**config.mk**
```make
export PLATFORM = sky130hd
export DESIGN_NAME = bcd_count_display
export DESIGN_NICKNAME = d
export VERILOG_FILES = /design/src/rtl/bcd_count_display.sv
export SDC_FILE = /design/constraint.sdc
export NUM_CORES = 1
export LEC_CHECK = 0
export BUFFER_PORTS_ARGS = -buffer_cell sky130_fd_sc_hd__buf_2
export CAP_MARGIN = 20
export CORE_ASPECT_RATIO = 0.7
export CORE_MARGIN = 1
export CORE_UTILIZATION = 55
export DETAILED_ROUTE_END_ITERATION = 8
export GPL_TIMING_DRIVEN = 0
export PLACE_DENSITY = 0.87
export SYNTH_ARGS = -nofsm -noshare
export SYNTH_HDL_FRONTEND = slang
export SYNTH_SLANG_ARGS = --single-unit
```
**constraint.sdc**
```tcl
create_clock -name clk -period 3.1 [get_ports clk]
set_clock_uncertainty 0.05 [all_clocks]
set_input_delay 0.62 -clock clk [delete_from_list [all_inputs] [get_ports clk]]
set_output_delay 0.62 -clock clk [all_outputs]
set_load 0.05 [all_outputs]
```
**src/rtl/bcd_count_display.sv**
```systemverilog
// BCD event counter with a rippling carry (one digit per clk) and a serial 7-segment
// frame driver that shifts a snapshot of the count into an external shift/latch chain.
module bcd_count_display #(
    parameter int DIGITS  = 6,
    parameter int CLK_DIV = 4
) (
    input  logic                  clk,
    input  logic                  reset,
    input  logic                  inc_pulse,
    input  logic [DIGITS-1:0]     inc_sel,
    input  logic                  ref_pulse,
    output logic [4*DIGITS-1:0]   count_bcd,
    output logic                  overflow,
    output logic                  ser_data,
    output logic                  ser_clk,
    output logic                  ser_latch,
    output logic                  busy
);

    localparam int PTR_W = (DIGITS > 1) ? $clog2(DIGITS) : 1;
    localparam int BITS  = 8 * DIGITS;
    localparam int BIT_W = $clog2(BITS);
    localparam int DIV_W = (CLK_DIV > 1) ? $clog2(CLK_DIV) : 1;

    localparam logic [0:0] C_IDLE  = 1'b0;
    localparam logic [0:0] C_ADD   = 1'b1;
    localparam logic [1:0] S_IDLE  = 2'd0;
    localparam logic [1:0] S_LOW   = 2'd1;
    localparam logic [1:0] S_HIGH  = 2'd2;
    localparam logic [1:0] S_LATCH = 2'd3;

    function automatic logic [PTR_W-1:0] lowest_set(input logic [DIGITS-1:0] sel);
        logic [PTR_W-1:0] idx;
        idx = '0;
        for (int i = DIGITS - 1; i >= 0; i--) begin
            if (sel[i]) idx = PTR_W'(i);
        end
        return idx;
    endfunction

    // Segment byte {dp,g,f,e,d,c,b,a}, active high, dp always off
    function automatic logic [7:0] seg7(input logic [3:0] d);
        case (d)
            4'd0:    return 8'h3F;
            4'd1:    return 8'h06;
            4'd2:    return 8'h5B;
            4'd3:    return 8'h4F;
            4'd4:    return 8'h66;
            4'd5:    return 8'h6D;
            4'd6:    return 8'h7D;
            4'd7:    return 8'h07;
            4'd8:    return 8'h7F;
            4'd9:    return 8'h6F;
            default: return 8'h00;
        endcase
    endfunction

    logic [0:0]          c_state_r, c_next_s;
    logic [PTR_W-1:0]    ptr_r, ptr_next_s;
    logic [4*DIGITS-1:0] count_r, count_next_s;
    logic                overflow_r, overflow_next_s;
    logic [PTR_W+1:0]    dig_idx_s;
    logic [3:0]          cur_digit_s;
    logic                inc_go_s;

    logic [1:0]          s_state_r, s_next_s;
    logic [DIV_W-1:0]    div_r, div_next_s;
    logic [BIT_W-1:0]    bit_r, bit_next_s;
    logic [BITS-1:0]     sreg_r, sreg_next_s;
    logic [BITS-1:0]     snapshot_s;
    logic                div_done_s;
    logic                start_s;
    logic                ref_pend_r, ref_pend_next_s;

    logic                ser_data_r, ser_clk_r, ser_latch_r, busy_r;

    assign inc_go_s    = inc_pulse & (|inc_sel);
    assign dig_idx_s   = {ptr_r, 2'b00};
    assign cur_digit_s = count_r[dig_idx_s +: 4];

    // Carry FSM: one digit examined per cycle, starting at the lowest selected digit
    always_comb begin
        c_next_s        = c_state_r;
        ptr_next_s      = ptr_r;
        count_next_s    = count_r;
        overflow_next_s = overflow_r;
        case (c_state_r)
            C_IDLE: begin
                if (inc_go_s) begin
                    ptr_next_s = lowest_set(inc_sel);
                    c_next_s   = C_ADD;
                end else begin
                    c_next_s   = C_IDLE;
                end
            end
            C_ADD: begin
                if (cur_digit_s < 4'd9) begin
                    count_next_s[dig_idx_s +: 4] = cur_digit_s + 4'd1;
                    c_next_s = C_IDLE;
                end else begin
                    count_next_s[dig_idx_s +: 4] = 4'd0;
                    if (ptr_r == PTR_W'(DIGITS - 1)) begin
                        overflow_next_s = 1'b1;
                        c_next_s        = C_IDLE;
                    end else begin
                        ptr_next_s = ptr_r + PTR_W'(1);
                    end
                end
            end
            default: c_next_s = C_IDLE;
        endcase
    end

    // Snapshot of every digit, most significant digit in the top byte
    always_comb begin
        snapshot_s = '0;
        for (int i = 0; i < DIGITS; i++) begin
            snapshot_s[8*i +: 8] = seg7(count_r[4*i +: 4]);
        end
    end

    // A refresh may start only when both FSMs idle; a same-cycle increment takes priority
    always_comb begin
        start_s = (ref_pulse | ref_pend_r) & (c_state_r == C_IDLE) &
                  (s_state_r == S_IDLE) & ~inc_go_s;
        if (start_s) begin
            ref_pend_next_s = 1'b0;
        end else if (ref_pulse) begin
            ref_pend_next_s = 1'b1;
        end else begin
            ref_pend_next_s = ref_pend_r;
        end
    end

    // Shifter FSM: low/high half-periods per bit, then a latch strobe
    always_comb begin
        s_next_s    = s_state_r;
        div_next_s  = div_r;
        bit_next_s  = bit_r;
        sreg_next_s = sreg_r;
        div_done_s  = (div_r == DIV_W'(CLK_DIV - 1));
        case (s_state_r)
            S_IDLE: begin
                if (start_s) begin
                    s_next_s    = S_LOW;
                    div_next_s  = '0;
                    bit_next_s  = '0;
                    sreg_next_s = snapshot_s;
                end else begin
                    s_next_s    = S_IDLE;
                end
            end
            S_LOW: begin
                if (div_done_s) begin
                    s_next_s   = S_HIGH;
                    div_next_s = '0;
                end else begin
                    div_next_s = div_r + DIV_W'(1);
                end
            end
            S_HIGH: begin
                if (div_done_s) begin
                    div_next_s = '0;
                    if (bit_r == BIT_W'(BITS - 1)) begin
                        s_next_s = S_LATCH;
                    end else begin
                        s_next_s    = S_LOW;
                        bit_next_s  = bit_r + BIT_W'(1);
                        sreg_next_s = {sreg_r[BITS-2:0], 1'b0};
                    end
                end else begin
                    div_next_s = div_r + DIV_W'(1);
                end
            end
            S_LATCH: begin
                if (div_done_s) begin
                    s_next_s   = S_IDLE;
                    div_next_s = '0;
                end else begin
                    div_next_s = div_r + DIV_W'(1);
                end
            end
            default: s_next_s = S_IDLE;
        endcase
    end

    // State registers; serial outputs are registered from next-state so they align with the FSM
    always_ff @(posedge clk or posedge reset) begin
        if (reset) begin
            c_state_r   <= C_IDLE;
            ptr_r       <= '0;
            count_r     <= '0;
            overflow_r  <= 1'b0;
            s_state_r   <= S_IDLE;
            div_r       <= '0;
            bit_r       <= '0;
            sreg_r      <= '0;
            ref_pend_r  <= 1'b0;
            ser_data_r  <= 1'b0;
            ser_clk_r   <= 1'b0;
            ser_latch_r <= 1'b0;
            busy_r      <= 1'b0;
        end else begin
            c_state_r   <= c_next_s;
            ptr_r       <= ptr_next_s;
            count_r     <= count_next_s;
            overflow_r  <= overflow_next_s;
            s_state_r   <= s_next_s;
            div_r       <= div_next_s;
            bit_r       <= bit_next_s;
            sreg_r      <= sreg_next_s;
            ref_pend_r  <= ref_pend_next_s;
            ser_data_r  <= ((s_next_s == S_LOW) || (s_next_s == S_HIGH)) ?
                           sreg_next_s[BITS-1] : 1'b0;
            ser_clk_r   <= (s_next_s == S_HIGH);
            ser_latch_r <= (s_next_s == S_LATCH);
            busy_r      <= (c_next_s != C_IDLE) | (s_next_s != S_IDLE) | ref_pend_next_s;
        end
    end

    assign count_bcd = count_r;
    assign overflow  = overflow_r;
    assign ser_data  = ser_data_r;
    assign ser_clk   = ser_clk_r;
    assign ser_latch = ser_latch_r;
    assign busy      = busy_r;

endmodule
```
==> metrics.md, run 1 <==
| Metric | Value |
|---|---|
| DRC Markers | `0` |
| Worst slew margin | `0.411` |
| Post-DP HPWL | `9.83 mm` |
| Worst-Skew Late Latency | `350 ps` |
| Netlist Area Pre-Place | `5480 µm²` |
| Post-synth top area share | `0.420` |
| Core area | `9680 µm²` |
| Max IR drop VDD | `0.361 mV` |
| Number of diodes | `0` |
| Most common cell after layout, fill and taps aside | `dfrtp_1` |
| Initial Utilization | `0.566` |
| Distinct cells, synth | `48` |
| Overall die height | `85.5 µm` |
| Via Count | `4727` |
| Final WL | `14.3 mm` |
| Design Area, Final | `6320 µm²` |
| Post-Layout Cell Count | `729` |
| Commonest cells after routing, fill and taps aside | `92 x dfrtp_1, 48 x nor2_1, 43 x ha_1` |
| Synth warn | `0` |
| Pwr Total | `3.62 mW` |
| Ranking of synthesized cells by area | `dfrtp_1 42%, ha_1 9.8%, a221o_1 7.5%, a22o_1 4.3%, nand2b_1 3.9%` |
| Ports | `39` |
| Mean Syn Cell Area | `10.1 µm²` |
| Async set or reset register ratio after synthesis | `1.00` |
| Nature of the critical path startpoint | `primary input` |
| Crit-path max FO | `10` |
| Setup crit end kind | `flop` |
| CTS tree | `done` |
| Max-cap violations | `0` |
| CTS sink cnt | `92` |
| DRT Pass-1 Iters | `5` |
| Worst Path Buf+Inv | `2` |
| TritonCTS Buffers | `9` |
| Final Cycle Share | `0.967` |
| Commonest register cell after synthesis | `dfrtp_1` |
| Die X | `121 µm` |
| Yosys top cell by area | `dfrtp_1` |
| Critical path, cell by cell | `buf_2 > or4_4 > o31ai_4 > nand3_2 > clkbuf_1 > and2_1 > ha_1 > a21boi_0` |
| Share of cells above drive strength 1 | `0.161` |
| Total GRT Usage | `0.290` |
| Vias per inst | `6.48` |
| Fin crit period | `3000 ps` |
| RSZ-0062 raised after global routing | `no` |
| Root Buffer | `clkbuf_16` |
| Run status | `finished clean` |
| First-pass GRT wire length | `23.1 mm` |
| # port buffers | `38` |
| Cell count after placement | `711` |
| Sequential fraction of the synthesis area | `0.420` |
| Cell Rows | `30` |
| Reg2reg path depth | `10` |
| Critical path arrival | `3170 ps` |
| Placement Cell Area | `5860 µm²` |
| GRT Residual Overflow | `0` |
| FF+latch count, synth | `92` |
| CP Depth | `8` |
| Antenna violations before repair | `0` |
| Die area | `10400 µm²` |
| Area Overhead vs Synth | `15.2%` |
| Req. time, crit path | `3270 ps` |
| Hold/Removal Path Class | `primary input to asynchronous set/reset pin` |
| Reg clk slew, reported paths | `70 ps` |
| Syn nets | `597` |
| Crit Path Class | `primary input to flop` |
| Clk buf depth | `2` |
| DRT iter0 DRCs | `596` |
| Setup violations, final | `0` |
| CTS H-tree lvls | `3` |
| Leakage | `2.91 nW` |
| Slowest cell on crit path | `or4_4` |
| EDFF count, synth | `0` |
| CP max stage delay | `550 ps` |
| PD cells | `573 nW/µm²` |
| Layout Nets | `649` |
| Largest net degree at the start of global routing | `69` |
| Worst slew pin tran | `877 ps` |
| Fmax | `333 MHz` |
| Routability cong. | `0.915` |
| Final Hold Viols | `0` |
| DR WL/cell | `19.6 µm` |
| WHS | `186 ps` |
| Cell family with most CP delay | `simple AND/OR/NAND/NOR gates` |
| Vias in the first global route | `4433` |
| Synthesized instance count | `544` |
| Final ANT Viol Nets | `0` |
| Final number of max-transition violations | `0` |
## synthesized netlist by cell type, drive strengths merged, types with 11 or more instances
master and count:
nand2b 34, clkbuf 26, a22o 27, a221o 41, inv 25, nor2 48, o31ai 11, a211oi 14
dfrtp 92, nand2 23, ha 43, a21oi 32, o21ai 33
## cell families after synthesis
kind of cell / synth area share
AND/OR/NAND/NOR: 0.159
AO/OA/AOI/OAI: 0.242
multiplexers: 0.0285
flip-flops: 0.420
adder cells (fa/ha/maj): 0.0981
XOR/XNOR: 0.00319
buffers and inverters: 0.0497
## flip-flops by register name, summed over array words and instances, names as in the netlist, 2 cells and up
signal     count
bit_r          6
count_bcd     24
div_r          2
ptr_r          3
s_state_r      2
sreg_r        48
## routing by layer
layer / global-route usage / vias to the layer above / share of wire
met5: 0 / - / 0
met4: 0.0786 / 0 / 0.016
li1: - / 2126 / -
met2: 0.442 / 234 / 0.45
met1: 0.413 / 2332 / 0.45
met3: 0.0718 / 35 / 0.083
## worst reg2reg max path, cell delays in order, from the launching register on
cell and delay (ps):
dfrtp_1 410, buf_4 220, clkbuf_4 250, mux2_2 360, a22oi_2 240, ha_1 180, inv_1 60, a211oi_2 270
a211oi_4 130, nor4_2 460, a22o_1 220
## where the power goes
part	switching (mW)	total [mW]	internal (mW)
logic	0.621	0.965	0.344
registers	0.126	1.38	1.25
clock network	0.471	1.28	0.810
## final cells by class
type | instances | area (µm²)
multi-input combinational | 392 | 2990
sequential | 92 | 2300
tap | 128 | 160
clock buffer | 10 | 239
fill | 752 | 3370
clock inverter | 6 | 111
buffer | 34 | 185
inverter | 26 | 100
timing repair buffer | 41 | 233
## per-stage QoR
step                      TNS (ps)  utilization  setup slack, ps
final                            0        0.652              101
after global routing             0        0.652             12.7
after CTS                        0        0.648             9.90
after detailed placement     -7200        0.606             -437
after global placement      -82550        0.602             -870
after floorplan                  0            -             38.0
## what timing repair did
item,CTS,global route
endpoints found under the setup margin,31,30
setup buffers,2,0
pin swaps,1,2
resized for setup,9,12
hold buffers,0,0
## worst paths after layout
| check | start | end | slack, ps |
|---|---|---|---|
| setup / recovery | inc_sel[0] | ser_data | 100 |
| hold / removal | reset | sreg_r[42] | 190 |
| setup reg to reg | ptr_r[0] | count_bcd[13] | 190 |
| hold reg to reg | overflow | overflow | 420 |
| max in group asynchronous | reset | bit_r[5] | 2180 |
| min in group clk | overflow | overflow | 420 |
No activity file was read; power rests on OpenSTA's default activity.
==> run 2: changes to the inputs <==
--- a/config.mk
+++ b/config.mk
@@ -11,7 +11,6 @@
 export CORE_MARGIN = 1
 export CORE_UTILIZATION = 55
 export DETAILED_ROUTE_END_ITERATION = 8
-export GPL_TIMING_DRIVEN = 0
 export PLACE_DENSITY = 0.87
 export SYNTH_ARGS = -nofsm -noshare
 export SYNTH_HDL_FRONTEND = slang
==> constraint.sdc (replaced) <==
create_clock -name clk -period 2.5 [get_ports clk]
set_clock_uncertainty 0.05 [all_clocks]
set_input_delay 0.5 -clock clk [delete_from_list [all_inputs] [get_ports clk]]
set_output_delay 0.5 -clock clk [all_outputs]
set_load 0.05 [all_outputs]
==> run 2 against run 1 <==
Against the previous run: the run now ends with setup timing left; clock power rose by 19%; power rose by 27%; register-to-register slack got worse by 200 ps; critical path depth did not move; first-iteration DRC count fell by 24%; critical endpoint is now count_bcd[19]; sequential power rose by 17%; hold slack got worse by 25 ps; non-clock buffer count rose by 24; via count rose by 0.80%; routed wire length fell by 3.7%.
==> metrics.md, run 2 (synthesized netlist as in run 1, its figures left out) <==
| Metric | Value |
|---|---|
| Final WL | `13.7 mm` |
| Final Hold Viols | `0` |
| DRT Pass-1 Iters | `5` |
| Post-DP HPWL | `9.23 mm` |
| Reg clk slew, reported paths | `70 ps` |
| Pre-CTS setup slack | `-219 ps` |
| RSZ-0062 raised after global routing | `yes` |
| Max IR drop VDD | `0.410 mV` |
| Cts hold-fix bufs | `0` |
| Worst slew margin | `0.618` |
| Worst-Skew Late Latency | `350 ps` |
| Final number of max-transition violations | `0` |
| Post-Layout Cell Count | `753` |
| Commonest cells after routing, fill and taps aside | `81 x dfrtp_1, 55 x buf_4, 46 x nor2_1` |
| # port buffers | `38` |
| Die area | `10400 µm²` |
| Share of cells above drive strength 1 | `0.262` |
| Max-cap violations | `0` |
| TritonCTS Buffers | `9` |
| Placement Cell Area | `6200 µm²` |
| Critical path arrival | `2740 ps` |
| DR WL/cell | `18.2 µm` |
| Fill count | `704` |
| Most common cell after layout, fill and taps aside | `dfrtp_1` |
| Number of flip-flops under the largest register name | `48` |
| Design Area, Final | `6650 µm²` |
| Overall die height | `85.5 µm` |
| Total GRT Usage | `0.280` |
| Number of diodes | `0` |
| Initial Utilization | `0.566` |
| Fin crit period | `2510 ps` |
| Setup violations, final | `1` |
| PD cells | `692 nW/µm²` |
| Area of the multi-input gates | `3030 µm²` |
| Violated checks | `setup timing` |
| Req. time, crit path | `2730 ps` |
| Sequential cell area | `2320 µm²` |
| Cell Rows | `30` |
| Fmax | `399 MHz` |
| Die X | `121 µm` |
| Final Cycle Share | `1.00` |
| Leakage | `3.13 nW` |
| Vias per inst | `6.33` |
| Cell count after placement | `732` |
| GRT Residual Overflow | `0` |
| Largest net degree at the start of global routing | `51` |
| Pwr Total | `4.61 mW` |
| Routability cong. | `0.855` |
| Root Buffer | `clkbuf_16` |
| Biggest register | `sreg_r` |
| DRC Markers | `0` |
| Area Overhead vs Synth | `21.3%` |
| CTS H-tree lvls | `3` |
| Hold/Removal Path Class | `primary input to asynchronous set/reset pin` |
| Run status | `finished with violations` |
| DRT iter0 DRCs | `450` |
| Setup crit end kind | `flop` |
| Ports | `39` |
| Crit Path Class | `flop to flop` |
| Crit-path max FO | `7` |
| CTS sink cnt | `92` |
| Antenna violations before repair | `0` |
| Internal reg-to-reg setup slack | `-6 ps` |
| Core area | `9680 µm²` |
| Final ANT Viol Nets | `0` |
| First-pass GRT wire length | `22.4 mm` |
| CTS tree | `done` |
| Setup TNS | `-6.32 ps` |
| PnR worst setup slack | `-6.32 ps` |
| Worst slew pin tran | `572 ps` |
| Vias in the first global route | `4548` |
| Clk buf depth | `2` |
| Via Count | `4765` |
| Nature of the critical path startpoint | `flop` |
| Layout Nets | `673` |
==> run 2: cell count changes in the layout (fill, tap and decap cells not counted), sizes merged <==
cell,delta
clkinvlp,+2
bufinv,-1
buf,+50
clkbuf,-25
inv,-1
clkinv,-1
==> run 2: metrics by stage <==
step | hold slack (ps) | util
after detailed placement | 401 | 0.640
after global routing | 197 | 0.687
after global placement | 433 | 0.640
after floorplan | 413 | -
after CTS | 173 | 0.682
final | 161 | 0.687
==> run 2: final timing paths <==
| kind | start | end | depth (start not counted) |
|---|---|---|---|
| worst max register to register | ptr_r[0] | count_bcd[19] | 8 |
| worst max-delay path | ptr_r[0] | count_bcd[19] | 8 |
| min in group clk | ref_pulse | ref_pend_r | 3 |
| worst min-delay path | reset | sreg_r[37] | 2 |
| worst min register to register | overflow | overflow | 1 |
| max in group asynchronous | reset | count_bcd[1] | 3 |
==> run 2: final cells by class <==
cell class                      count  share of cell area
Timing Repair Buffer               99               0.106
Tap cell                          128              0.0241
Clock inverter                      5              0.0126
Clock buffer                       11              0.0380
Inverter                           26              0.0152
Multi-Input combinational cell    392               0.456
Sequential cell                    92               0.348
==> run 2: what timing repair did <==
action                                  CTS  global route
endpoints found under the setup margin   26            22
resized for setup                        13             4
hold endpoints to repair                  0             0
buffers inserted                          1             4
pin swaps                                 4            12
==> run 2: per-layer routing <==
metal / track usage / wire length (µm) / share of wire
met4: 0.0976 / 257 / 0.019
met3: 0.0718 / 1010 / 0.074
met5: 0 / 0 / 0
met1: 0.380 / 6140 / 0.45
met2: 0.436 / 6310 / 0.46
==> run 2: report_power, final <==
group / switching [mW] / total (mW) / internal (mW)
combinational: 0.925 / 1.47 / 0.548
clock: 0.583 / 1.52 / 0.932
sequential: 0.0574 / 1.62 / 1.56
==> run 2: worst max-delay path: stages (launching register included) <==
cell	delay, ps
dfrtp_2	410
mux4_2	530
a22oi_2	190
ha_2	220
inv_2	40
o211ai_1	240
a211oi_4	160
nor4_2	390
a22o_1	200
==> run 3: changes to the inputs <==
--- a/config.mk
+++ b/config.mk
@@ -5,7 +5,7 @@
 export SDC_FILE = /design/constraint.sdc
 export NUM_CORES = 1
 export LEC_CHECK = 0
-export BUFFER_PORTS_ARGS = -buffer_cell sky130_fd_sc_hd__buf_2
+export BUFFER_PORTS_ARGS = -buffer_cell sky130_fd_sc_hd__buf_4
 export CAP_MARGIN = 20
 export CORE_ASPECT_RATIO = 0.7
 export CORE_MARGIN = 1
==> constraint.sdc (replaced) <==
create_clock -name clk -period 2.5 [get_ports clk]
set_clock_uncertainty 0.05 [all_clocks]
set_input_delay 0.75 -clock clk [delete_from_list [all_inputs] [get_ports clk]]
set_output_delay 0.75 -clock clk [all_outputs]
set_load 0.05 [all_outputs]
==> run 3 against run 2 <==
Against the previous run: highest routed layer unchanged; routed wire length up 5.9%; utilization increased by 1.1 points; hold slack gained 290 ps; die area stayed put; final area up 1.6%; via count hardly changed; register-to-register slack got worse by 30 ps; power is 1.0% lower; the flow still finishes with violations (setup timing); combinational power increased by 5%; clock power decreased by 9%; count of clock-buffer cells in the layout is 2 higher; setup slack worse by 31 ps.
==> metrics.md, run 3 (synthesized netlist as in run 1, its figures left out) <==
| Metric | Value |
|---|---|
| Run status | `finished with violations` |
| Req. time, crit path | `2730 ps` |
| Worst slew pin tran | `582 ps` |
| Hold/Removal Path Class | `flop to flop` |
| Sequential cell area | `2320 µm²` |
| Nature of the critical path startpoint | `flop` |
| Post-DP HPWL | `9.23 mm` |
| Crit-path max FO | `7` |
| Number of flip-flops under the largest register name | `48` |
| Area Overhead vs Synth | `23.3%` |
| Setup violations, final | `9` |
| Vias in the first global route | `4537` |
| Area of the multi-input gates | `3090 µm²` |
| Overall die height | `85.5 µm` |
| Max-cap violations | `0` |
| Placement Cell Area | `6350 µm²` |
| Number of diodes | `0` |
| Fill count | `671` |
| Initial Utilization | `0.566` |
| Leakage | `3.12 nW` |
| Total GRT Usage | `0.284` |
| Antenna violations before repair | `0` |
| Worst setup startpoint | `ptr_r[0]` |
| Worst-Skew Late Latency | `350 ps` |
| Crit Path Class | `flop to flop` |
| DRT iter0 DRCs | `399` |
| Reg2reg start | `ptr_r[0]` |
| Commonest cells after routing, fill and taps aside | `92 x buf_4, 81 x dfrtp_1, 46 x nor2_1` |
| DRC Markers | `0` |
| DR WL/cell | `19.3 µm` |
| PD cells | `674 nW/µm²` |
| First-pass GRT wire length | `22.8 mm` |
| Setup crit end kind | `flop` |
| Cell Rows | `30` |
| Fin crit period | `2540 ps` |
| Via Count | `4761` |
| Clk buf depth | `2` |
| Layout Nets | `672` |
| Fmax | `394 MHz` |
| Cell count after placement | `731` |
| Ports | `39` |
| Biggest register | `sreg_r` |
| TritonCTS Buffers | `9` |
| Final ANT Viol Nets | `0` |
| Reg2reg path depth | `9` |
| Core area | `9680 µm²` |
| Die area | `10400 µm²` |
| CTS sink cnt | `92` |
| Routability cong. | `0.908` |
| Most common cell after layout, fill and taps aside | `buf_4` |
| CTS tree | `done` |
| Worst slew margin | `0.610` |
| Final Hold Viols | `0` |
| RSZ-0062 raised after global routing | `yes` |
| Critical path arrival | `2770 ps` |
| DRT Pass-1 Iters | `7` |
| Largest net degree at the start of global routing | `93` |
| Worst setup endpoint | `count_bcd[15]` |
| # port buffers | `38` |
| Die X | `121 µm` |
| Final WL | `14.5 mm` |
| Vias per inst | `6.33` |
| Final Cycle Share | `1.02` |
| Final number of max-transition violations | `0` |
| Internal reg-to-reg setup slack | `-40 ps` |
| GRT Residual Overflow | `0` |
| Design Area, Final | `6760 µm²` |
| Max IR drop VDD | `0.480 mV` |
| Post-Layout Cell Count | `752` |
| PnR worst setup slack | `-37.5 ps` |
| Violated checks | `setup timing` |
| CTS H-tree lvls | `3` |
| Worst R2R End | `count_bcd[15]` |
| Share of cells above drive strength 1 | `0.263` |
| Reg clk slew, reported paths | `60 ps` |
| Root Buffer | `clkbuf_16` |
[run 3: cell count changes in the layout (fill, tap and decap cells not counted), moves of 2 or more]
cell	previous run	this run
buf_2	38	0
buf_4	55	92
clkbuf_1	0	3
clkinvlp_4	3	1
ha_1	42	40
ha_4	0	2
nor4_2	2	0
nor4_4	1	3
[run 3: worst min path at each step]
stage,slack (ps),depth (start not counted),startpoint,to
after floorplan,410,1,div_r[0],div_r[0]
after global placement,420,1,overflow,overflow
after detailed placement,430,1,overflow,overflow
after CTS,460,1,overflow,overflow
after global routing,460,1,overflow,overflow
final,450,1,overflow,overflow
[run 3: per-layer routing]
metal	GRT usage	vias up	routed length, µm
li1	-	2170	-
met4	0.0999	0	365
met3	0.0525	33	896
met1	0.401	2355	6490
met5	0	-	0
met2	0.439	203	6780
[run 3: final cells by class]
| type | count | area share |
|---|---|---|
| clock buffers | 13 | 0.0370 |
| well taps | 128 | 0.0237 |
| repair buffers | 98 | 0.117 |
| flip-flops and latches | 92 | 0.343 |
| inverters | 26 | 0.0150 |
| clock inverters | 3 | 0.00703 |
| multi-input cells | 392 | 0.457 |
[run 3: repair_timing]
action	CTS	global route
buffers inserted	2	4
gates resized for setup	6	8
setup endpoints to repair	26	31
hold buffers	0	0
pin swaps	4	15
cloned	0	0
[run 3: power by group]
part           leakage (nW)  switching [mW]  internal, mW  total, mW
registers              1.23          0.0613          1.56       1.62
logic                  1.74           0.948         0.599       1.55
clock network         0.144           0.583         0.808       1.39
[run 3: worst max-delay path: stages, from the launching register on]
cell	delay, ps
dfrtp_2	460
mux4_2	530
a22oi_2	200
ha_2	210
inv_2	40
o211ai_1	190
a211oi_2	120
buf_6	170
nor4_4	300
a22o_1	200
[run 3: stage by stage]
stage               setup slack, ps  hold WS (ps)   util  power, mW  TNS (ps)
detailed placement             -307           434  0.655       3.08    -18000
global route                   -149           465  0.698       4.78     -2220
floorplan                      -291           413      -       2.58    -14450
finish                        -37.5           455  0.698       4.56      -226
CTS                           -62.6           457  0.691       4.47      -191
global placement               -243           420  0.655       3.01    -14400
